--- src/rtl/i2c_arb_pkg.sv ---
// Shared definitions for the I2C byte arbiter.
//   state_t      : sequencer states
//   ERR_*        : completion status codes returned on o_err_code
//   timer_width  : bits needed to count up to the largest timeout limit
package i2c_arb_pkg;

    typedef enum logic [2:0] {
        IDLE,
        START,
        WAIT_BUSY,
        WAIT_DONE,
        RECOVER,
        COMPLETE
    } state_t;

    localparam logic [1:0] ERR_OK       = 2'b00;
    localparam logic [1:0] ERR_NACK     = 2'b01;
    localparam logic [1:0] ERR_START_TO = 2'b10;
    localparam logic [1:0] ERR_XFER_TO  = 2'b11;

    // The timer only ever counts to (limit - 1), so clog2(limit) bits suffice.
    function automatic int timer_width(input int a, input int b, input int c);
        int m;
        m = a;
        if (b > m) m = b;
        if (c > m) m = c;
        return (m < 2) ? 1 : $clog2(m);
    endfunction

endpackage

--- src/rtl/i2c_rr_arbiter.sv ---
// Combinational round-robin picker.
//   i_req   : request vector
//   i_start : index where the search begins (owned by the parent)
//   o_gnt   : one-hot winner, all zero when nothing requests
//   o_idx   : binary index of the winner
//   o_any   : at least one request present
module i2c_rr_arbiter #(
    parameter int NUM_REQ = 4,
    parameter int IW      = 2
) (
    input  logic [NUM_REQ-1:0] i_req,
    input  logic [IW-1:0]      i_start,
    output logic [NUM_REQ-1:0] o_gnt,
    output logic [IW-1:0]      o_idx,
    output logic               o_any
);

    always_comb begin
        int cand;
        cand  = 0;
        o_gnt = '0;
        o_idx = '0;
        o_any = 1'b0;
        for (int k = 0; k < NUM_REQ; k++) begin
            cand = int'(i_start) + k;
            if (cand >= NUM_REQ) cand = cand - NUM_REQ;
            if (!o_any && i_req[cand]) begin
                o_any       = 1'b1;
                o_gnt[cand] = 1'b1;
                o_idx       = IW'(cand);
            end
        end
    end

endmodule

--- src/rtl/i2c_byte_arbiter.sv ---
// Round-robin sequencer sharing one single-byte I2C master between NUM_REQ
// requesters. A winner is latched, one start pulse is issued, the master's
// busy flag is tracked to completion or timeout, and the result is returned
// with a one-cycle o_done pulse.
//   i_req/i_req_rd/i_req_addr/i_req_wdata : per-requester request, packed
//   o_gnt, o_done, o_rdata, o_err_code   : grant and completion back to requesters
//   o_m_* / i_m_*                        : connection to the I2C master
// All outputs are registered so they read zero during reset.
module i2c_byte_arbiter
    import i2c_arb_pkg::*;
#(
    parameter int NUM_REQ        = 4,
    parameter int START_TIMEOUT  = 16,
    parameter int XFER_TIMEOUT   = 65535,
    parameter int RECOVER_CYCLES = 4
) (
    input  logic                   i_clk,
    input  logic                   i_rst,
    input  logic [NUM_REQ-1:0]     i_req,
    input  logic [NUM_REQ-1:0]     i_req_rd,
    input  logic [7*NUM_REQ-1:0]   i_req_addr,
    input  logic [8*NUM_REQ-1:0]   i_req_wdata,
    output logic [NUM_REQ-1:0]     o_gnt,
    output logic [NUM_REQ-1:0]     o_done,
    output logic [7:0]             o_rdata,
    output logic [1:0]             o_err_code,
    output logic                   o_m_enable,
    output logic [6:0]             o_m_slave_addr,
    output logic                   o_m_wr_start,
    output logic                   o_m_rd_start,
    output logic [7:0]             o_m_wr_byte,
    input  logic                   i_m_busy,
    input  logic [7:0]             i_m_rd_byte,
    input  logic                   i_m_error
);

    localparam int IW = (NUM_REQ > 1) ? $clog2(NUM_REQ) : 1;
    localparam int TW = timer_width(START_TIMEOUT, XFER_TIMEOUT, RECOVER_CYCLES);

    state_t               state_q, state_d;
    logic [NUM_REQ-1:0]   gnt_q, gnt_d;
    logic [NUM_REQ-1:0]   done_q, done_d;
    logic [IW-1:0]        idx_q, idx_d;
    logic [IW-1:0]        ptr_q, ptr_d;
    logic                 rd_q, rd_d;
    logic [6:0]           addr_q, addr_d;
    logic [7:0]           wbyte_q, wbyte_d;
    logic [7:0]           rdata_q, rdata_d;
    logic [1:0]           err_q, err_d;
    logic [TW-1:0]        timer_q, timer_d;
    logic                 en_q, en_d;
    logic                 wr_start_q, wr_start_d;
    logic                 rd_start_q, rd_start_d;

    logic [NUM_REQ-1:0]   pick_gnt;
    logic [IW-1:0]        pick_idx;
    logic                 pick_any;

    logic start_to, xfer_to, recover_end;
    assign start_to    = (timer_q == TW'(START_TIMEOUT - 1));
    assign xfer_to     = (timer_q == TW'(XFER_TIMEOUT - 1));
    assign recover_end = (timer_q == TW'(RECOVER_CYCLES - 1));

    i2c_rr_arbiter #(
        .NUM_REQ (NUM_REQ),
        .IW      (IW)
    ) u_rr (
        .i_req   (i_req),
        .i_start (ptr_q),
        .o_gnt   (pick_gnt),
        .o_idx   (pick_idx),
        .o_any   (pick_any)
    );

    always_ff @(posedge i_clk or posedge i_rst) begin
        if (i_rst) state_q <= IDLE;
        else       state_q <= state_d;
    end

    always_comb begin
        state_d = state_q;
        case (state_q)
            IDLE:      if (pick_any) state_d = START;
            START:     state_d = WAIT_BUSY;
            WAIT_BUSY: begin
                if (i_m_busy)      state_d = WAIT_DONE;
                else if (start_to) state_d = COMPLETE;
            end
            WAIT_DONE: begin
                if (!i_m_busy)    state_d = COMPLETE;
                else if (xfer_to) state_d = RECOVER;
            end
            RECOVER:   if (recover_end) state_d = COMPLETE;
            COMPLETE:  state_d = IDLE;
            default:   state_d = IDLE;
        endcase
    end

    // Outputs are computed from the next state so that the grant and the
    // start pulse appear in the cycle right after the request is sampled.
    always_comb begin
        gnt_d   = gnt_q;
        idx_d   = idx_q;
        ptr_d   = ptr_q;
        rd_d    = rd_q;
        addr_d  = addr_q;
        wbyte_d = wbyte_q;
        rdata_d = rdata_q;
        err_d   = err_q;
        timer_d = timer_q + 1'b1;
        case (state_q)
            IDLE: begin
                timer_d = '0;
                if (pick_any) begin
                    gnt_d   = pick_gnt;
                    idx_d   = pick_idx;
                    rd_d    = i_req_rd[pick_idx];
                    addr_d  = i_req_addr[7*pick_idx +: 7];
                    wbyte_d = i_req_wdata[8*pick_idx +: 8];
                end
            end
            START: timer_d = '0;
            WAIT_BUSY: begin
                if (i_m_busy)      timer_d = '0;
                else if (start_to) err_d   = ERR_START_TO;
            end
            WAIT_DONE: begin
                if (!i_m_busy) begin
                    if (rd_q) rdata_d = i_m_rd_byte;
                    err_d = i_m_error ? ERR_NACK : ERR_OK;
                end else if (xfer_to) begin
                    err_d   = ERR_XFER_TO;
                    timer_d = '0;
                end
            end
            RECOVER: ;
            COMPLETE: begin
                gnt_d   = '0;
                timer_d = '0;
                // The winner moves to lowest priority for the next search.
                ptr_d   = (idx_q == IW'(NUM_REQ - 1)) ? '0 : idx_q + 1'b1;
            end
            default: timer_d = '0;
        endcase
        done_d     = (state_d == COMPLETE) ? gnt_q : '0;
        wr_start_d = (state_d == START) && !rd_d;
        rd_start_d = (state_d == START) && rd_d;
        en_d       = (state_d != RECOVER);
    end

    always_ff @(posedge i_clk or posedge i_rst) begin
        if (i_rst) begin
            gnt_q      <= '0;
            done_q     <= '0;
            idx_q      <= '0;
            ptr_q      <= '0;
            rd_q       <= 1'b0;
            addr_q     <= '0;
            wbyte_q    <= '0;
            rdata_q    <= '0;
            err_q      <= ERR_OK;
            timer_q    <= '0;
            en_q       <= 1'b0;
            wr_start_q <= 1'b0;
            rd_start_q <= 1'b0;
        end else begin
            gnt_q      <= gnt_d;
            done_q     <= done_d;
            idx_q      <= idx_d;
            ptr_q      <= ptr_d;
            rd_q       <= rd_d;
            addr_q     <= addr_d;
            wbyte_q    <= wbyte_d;
            rdata_q    <= rdata_d;
            err_q      <= err_d;
            timer_q    <= timer_d;
            en_q       <= en_d;
            wr_start_q <= wr_start_d;
            rd_start_q <= rd_start_d;
        end
    end

    assign o_gnt          = gnt_q;
    assign o_done         = done_q;
    assign o_rdata        = rdata_q;
    assign o_err_code     = err_q;
    assign o_m_enable     = en_q;
    assign o_m_slave_addr = addr_q;
    assign o_m_wr_start   = wr_start_q;
    assign o_m_rd_start   = rd_start_q;
    assign o_m_wr_byte    = wbyte_q;

endmodule

--- config.mk ---
export PLATFORM = sky130hd
export DESIGN_NAME = i2c_byte_arbiter
export DESIGN_NICKNAME = d
export VERILOG_FILES = /design/src/rtl/i2c_arb_pkg.sv /design/src/rtl/i2c_rr_arbiter.sv /design/src/rtl/i2c_byte_arbiter.sv
export SDC_FILE = /design/constraint.sdc
export NUM_CORES = 1
export LEC_CHECK = 0
export CORE_ASPECT_RATIO = 2
export CORE_MARGIN = 4
export CORE_UTILIZATION = 32
export DETAILED_ROUTE_END_ITERATION = 16
export DONT_BUFFER_PORTS = 1
export PLACE_DENSITY = 0.44
export SETUP_SLACK_MARGIN = 0.02
export SKIP_LAST_GASP = 1
export SLEW_MARGIN = 20
export SYNTH_ARGS = -nofsm -noshare
export SYNTH_HDL_FRONTEND = slang
export SYNTH_SLANG_ARGS = --single-unit
--- constraint.sdc ---
create_clock -name i_clk -period 2.75 [get_ports i_clk]
set_input_delay 0.275 -clock i_clk [delete_from_list [all_inputs] [get_ports i_clk]]
set_output_delay 0.275 -clock i_clk [all_outputs]
set_load 0.01 [all_outputs]
==> results of run 1 <==
-- where the power goes --
group | internal [W] | leakage (nW) | total, W | switching (W)
logic | 0.000947 | 0.833 | 0.00208 | 0.00113
clock network | 0.000669 | 0.140 | 0.00105 | 0.000378
registers | 0.00120 | 0.768 | 0.00157 | 0.000365
total | 0.00282 | 1.74 | 0.00469 | 0.00188
-- area by class of cell --
| cell class | instances | area, µm² | share of cell area, % |
|---|---|---|---|
| Sequential cell | 60 | 1501 | 38.18 |
| Multi-Input combinational cell | 250 | 1827 | 46.45 |
| Tap cell | 137 | 171.4 | 4.359 |
| Clock buffer | 12 | 266.5 | 6.777 |
| Inverter | 7 | 26.28 | 0.6682 |
| Clock inverter | 2 | 10.01 | 0.2545 |
| Timing Repair Buffer | 12 | 130.1 | 3.309 |
-- through the flow --
stage	worst slack (ns)	cell area (µm²)
after floorplan	0.02985	3513
after global placement	0.3652	3646
after detailed placement	0.2987	3646
after CTS	0.2894	3933
after global routing	0.1901	3933
final	0.3118	3933
-- logic make-up (layout without fill, tap and decap cells) --
kind of cell / after synthesis / count (layout) / synth area share (%)
XOR/XNOR: 14 / 14 / 3.504
adder cells (fa/ha/maj): 7 / 7 / 2.503
flip-flops: 60 / 60 / 42.90
AND/OR/NAND/NOR: 120 / 120 / 16.73
buffers and inverters: 26 / 33 / 4.898
multiplexers: 45 / 45 / 13.91
AO/OA/AOI/OAI: 64 / 64 / 15.55
-- state kept, by name, indices dropped and copies added, names as in the netlist --
| signal | count |
|---|---|
| o_m_wr_byte | 8 |
| o_gnt | 4 |
| timer_q | 16 |
| o_m_rd_start | 1 |
| ptr_q | 2 |
| idx_q | 2 |
| o_m_enable | 1 |
| o_err_code | 2 |
| rd_q | 1 |
| o_m_slave_addr | 7 |
| o_rdata | 8 |
| o_m_wr_start | 1 |
| state_q | 3 |
| o_done | 4 |
-- synthesized netlist by cell type (3+ instances only) --
| library cell | instances |
|---|---|
| dfrtp_1 | 60 |
| nand2_1 | 35 |
| nor2_1 | 35 |
| mux2i_1 | 34 |
| mux2_2 | 9 |
| nand3_1 | 9 |
| o21ai_0 | 9 |
| o221ai_2 | 9 |
| a21oi_1 | 8 |
| xor2_1 | 8 |
| ha_1 | 7 |
| inv_1 | 7 |
| o221ai_1 | 7 |
| buf_6 | 6 |
| clkbuf_1 | 6 |
| nor4_1 | 6 |
| xnor2_1 | 6 |
| a22oi_1 | 5 |
| and2_1 | 5 |
| a221oi_1 | 4 |
| and3_1 | 4 |
| nor3_1 | 4 |
| o21a_1 | 4 |
| buf_2 | 3 |
| nand4_1 | 3 |
-- worst max-delay path by stage --
stage	from	end	slack [ns]	cells after the start
2_1_floorplan	ptr_q[0]	rd_q	0.03	13
4_1_cts	ptr_q[1]	o_m_slave_addr[4]	0.29	9
6_report	ptr_q[0]	o_m_slave_addr[4]	0.31	9
3_5_place_dp	ptr_q[1]	o_m_slave_addr[4]	0.30	9
3_3_place_gp	ptr_q[1]	o_m_slave_addr[2]	0.37	9
5_1_grt	ptr_q[1]	o_m_wr_byte[3]	0.19	10
-- metal layers --
metal  part of all wire, %  up-vias  wire length (µm)  track usage (%)
met5                     0        -                 0                0
met3                   5.9       16               537            4.277
li1                      -     1228                 -                -
met4                   2.7        0               250            7.448
met1                    34     1217              3115            15.55
met2                    57       57              5201            25.94
==> metrics, run 1 <==
Critical Path Fanout Max=18; fin. max-slew vios=0; Max IR drop VDD=0.0009854 V; post-detailed-route wirelength per cell=18.97 µm; flops & latches, synth=60; Mean Syn Cell Area=10.42 µm²; Worst slew margin=60.95%; CP Data Arrival Time=2.62 ns; Placer Congestion=0.8234; NumNets Final=427; Layout fillers=1099; f_max=0.4101 GHz; reg2reg end=o_m_slave_addr[4]; Post-CTS Hold Buffers=1; HP Start=i_m_rd_byte[6]; CTS Root Cell=clkbuf_16; dpl cells=465; post-cts resize count=0; synth top area cells=dfrtp_1 43%, mux2i_1 9.7%, o221ai_2 3.9%; Fin Setup TNS=0 ns; EDFF count, synth=0; area leader, netlist=dfrtp_1; required time of the critical path=2.94 ns; outcome=finished clean; Clock Tree Buf Depth=2; Layout area overhead=12.37%; clk sinks=60; Tmin final=2.438 ns; worst skew pair latency=0.32 ns; CP Class=register to register; 1st-pass router iterations=4; Yosys cell types=56; dpl hpwl=6971 µm; asr flop ratio synth=100.0%; wire length of the first global-routing pass=13990 µm; sequential share of the synthesized area=42.90%; initial antenna violation count=0; largest net degree at the start of global routing=36; share of the synthesized area in the top cell type=42.90%; CP Buf/Inv Count=2; commonest non-fill, non-tap cell in the layout=dfrtp_1; HP Class=primary input to register; RSZ-0062 raised after global routing=no; Finish-stage setup viols=0; r2r setup slk=0.31 ns; Hold WS=0.1045 ns; total CTS buffers=9; Die Ht=155.9 µm; crit end category=register; Yosys warning count=0; slew of the pin with the lowest slew margin=0.5849 ns; Clock Pin Slew Worst Setup and Hold Paths=0.05 ns; drt drc=0; io pins=116; Pwr Total=0.004693 W; crit path cell chain=inv_1 -> ha_1 -> mux4_2 -> o21ba_4 -> nor3_2 -> or2_1 -> nand2b_1 -> buf_12 -> o221ai_1; Core Util, Final=37.06%; TritonCTS clock tree=yes; Overflow after GRT=0; Final Hold Viols=0; area of the die=12770 µm²; Cells after Synth=336; PortBufs=0; Final Cycle Share=88.66%; final WL=9104 µm; Max Cap Violations=0; post-CTS setup buffer count=0; syn nets=423; number of H-tree levels=3; Initial DRC Count=117; most frequent cells in the layout=60 x dfrtp_1, 35 x nand2_1, 35 x nor2_1; fin cells=480; slowest stage cell, crit path=mux4_2; Worst Skew=0.006979 ns; Final ANT Viol Nets=0; antenna diode count=0; share of cells above drive strength 1=16.03%; Initial Utilization=32.98%; Netlist Area Pre-Place=3500 µm²; Die X=81.95 µm; R2R cell count=9; Core Region=10610 µm²; Main synth FF type=dfrtp_1; FF-to-FF Start=ptr_q[0]; kind of cell adding the most delay to the critical path=multiplexers; leak pwr=1.742 nW; vias in the first global route=2576; hold path depth=1; GRT Util Overall=14.79%; vias after detailed routing=2518; Max stage delay on crit path=0.60 ns; crit path launch type=register; WHS Endpoint=o_rdata[6]; Avg Vias per Cell=5.246; row count=53; PD cells=1193 nW/µm²
No activity file was read; power rests on OpenSTA's default activity.
==> run 2: changes to the inputs <==
--- a/config.mk
+++ b/config.mk
@@ -7,10 +7,10 @@
 export LEC_CHECK = 0
 export CORE_ASPECT_RATIO = 2
 export CORE_MARGIN = 4
-export CORE_UTILIZATION = 32
+export CORE_UTILIZATION = 57
 export DETAILED_ROUTE_END_ITERATION = 16
 export DONT_BUFFER_PORTS = 1
-export PLACE_DENSITY = 0.44
+export PLACE_DENSITY = 0.72
 export SETUP_SLACK_MARGIN = 0.02
 export SKIP_LAST_GASP = 1
 export SLEW_MARGIN = 20
==> metrics, run 2 (synthesis gave the netlist of run 1 again) <==
HP Start=i_m_rd_byte[4]; total CTS buffers=9 (unchanged); slew of the pin with the lowest slew margin=0.6114 ns (+0.02653 ns); Worst Skew=0.005450 ns (-0.001529 ns); fin. max-slew vios=0 (unchanged); Die Ht=118.8 µm (-24%); Top reg by flops=timer_q; crit path cell chain=inv_1 -> ha_1 -> mux4_2 -> o21ba_4 -> nor3_2 -> or3_2 -> o221ai_1; wire length of the first global-routing pass=12770 µm (-8.7%); Final Instance Area=3882 µm² (-1.3%); Clock Pin Slew Worst Setup and Hold Paths=0.05 ns (about the same); required time of the critical path=2.98 ns (+0.04 ns); Tmin final=2.567 ns (+0.1291 ns); worst skew pair latency=0.32 ns (about the same); Layout area overhead=10.94%; Initial DRC Count=90 (-23%); Avg Vias per Cell=6.436 (+23%); vias after detailed routing=2600 (+3.3%); outcome=finished clean; PD cells=1252 nW/µm² (+4.9%); Core Util, Final=64.65% (+28 points); Largest register FFs=16 (unchanged); 1st-pass router iterations=4 (unchanged); final WL=7639 µm (-16%); HP Class=primary input to register; register area=1501 µm² (unchanged); Overflow after GRT=0 (unchanged); crit end category=register; Clock Tree Buf Depth=2 (unchanged); leak pwr=1.749 nW (+0.42%); vias in the first global route=2710 (+5.2%); FF-to-FF Start=ptr_q[1]; CP Data Arrival Time=2.79 ns (+0.17 ns); post-detailed-route wirelength per cell=18.91 µm (-0.31%); NumNets Final=424 (-0.70%); PortBufs=0 (unchanged); drt drc=0 (unchanged); antenna diode count=0 (unchanged); dpl hpwl=5846 µm (-16%); Final Cycle Share=93.36% (+4.7 points); Final ANT Viol Nets=0 (unchanged); largest net degree at the start of global routing=34 (-5.6%); initial antenna violation count=0 (unchanged); GRT Util Overall=21.67% (+6.9 points); Placer Congestion=0.8343 (+1.3%); kind of cell adding the most delay to the critical path=simple AND/OR/NAND/NOR gates; f_max=0.3895 GHz (-5.0%); number of H-tree levels=3 (unchanged); area taken by multi-input logic gates=1828 µm² (about the same); Finish-stage setup viols=0 (unchanged); Max stage delay on crit path=0.63 ns (+0.03 ns); Max IR drop VDD=0.0008693 V (-12%); Worst slew margin=59.18% (-1.8 points); Final Hold Viols=0 (unchanged); RSZ-0062 raised after global routing=no; clk sinks=60 (unchanged); Initial Utilization=58.27% (+25 points); TritonCTS clock tree=yes; slowest stage cell, crit path=or3_2; Critical Path Fanout Max=17 (-1); CTS Root Cell=clkbuf_16; Worst Setup SP=ptr_q[1]; area of the die=7533 µm² (-41%); CP Class=register to register; Fin Setup TNS=0 ns (unchanged); io pins=116 (unchanged); post-placement cell area=3531 µm² (-3.2%); Layout fillers=480 (-56%); post-CTS setup buffer count=0 (unchanged); row count=40 (-25%); Core Region=6006 µm² (-43%); commonest non-fill, non-tap cell in the layout=dfrtp_1; most frequent cells in the layout=60 x dfrtp_1, 35 x nand2_1, 35 x nor2_1; share of cells above drive strength 1=15.54% (-0.49 points); Max Cap Violations=0 (unchanged); crit path launch type=register; Die X=63.41 µm (-23%); CP Buf/Inv Count=1 (-1)
run 2: cell types whose count changed in the layout (fill, tap and decap cells not counted), sizes merged:
cell,before,now
buf,11,8
bufinv,0,3
clkinv,2,0
clkbuf,12,11
clkinvlp,0,1
run 2: stage by stage:
step | power [W] | hold WS (ns) | setup WS, ns | std cells
after floorplan | 0.003294 | 0.4267 | 0.02985 | 336
after global placement | 0.003549 | 0.2602 | 0.1722 | 388
after detailed placement | 0.003623 | 0.2678 | 0.1135 | 388
after CTS | 0.004909 | 0.08979 | 0.1052 | 404
after global routing | 0.005186 | 0.09527 | 0.04870 | 404
final | 0.004859 | 0.1022 | 0.1826 | 404
run 2: timing repair:
action	4_1_cts	5_1_grt
gates resized for setup	0	1
hold buffers	1	0
hold endpoints to repair	27	0
endpoints found under the setup margin	0	7
run 2: power breakdown:
group | internal [W] | switching, W
Sequential | 0.00120 | 0.000382
Combinational | 0.000931 | 0.00108
Clock | 0.000903 | 0.000367
run 2: worst register-to-register path, cell delays in order (launching register included):
cell	delay (ns)
dfrtp_1	0.34
inv_1	0.07
ha_1	0.31
mux4_2	0.59
o21ba_4	0.26
nor3_2	0.04
or3_2	0.63
o221ai_1	0.24
run 2: path summary, 6_finish.rpt:
kind | to | slack [ns] | cells after the start
max in group asynchronous | o_m_rd_start | 1.67 | 3
min reg2reg | idx_q[1] | 0.51 | 2
min in group asynchronous | o_err_code[0] | 0.48 | 2
max | o_m_slave_addr[0] | 0.18 | 7
min | o_rdata[4] | 0.10 | 1
max reg2reg | o_m_slave_addr[0] | 0.18 | 7
run 2: area by class of cell:
cell class	instances	share of cell area, %
Clock inverter	4	2.514
Sequential cell	60	38.67
Timing Repair Buffer	9	2.772
Multi-Input combinational cell	250	47.08
Tap cell	63	2.030
Inverter	7	0.6768
Clock buffer	11	6.252
run 2: metal layers:
layer	global-route usage, %	routed length [µm]	up-vias
met3	8.962	596	13
met5	0	0	-
li1	-	-	1228
met1	20.75	2610	1264
met4	10.15	160	0
met2	38.97	4272	95
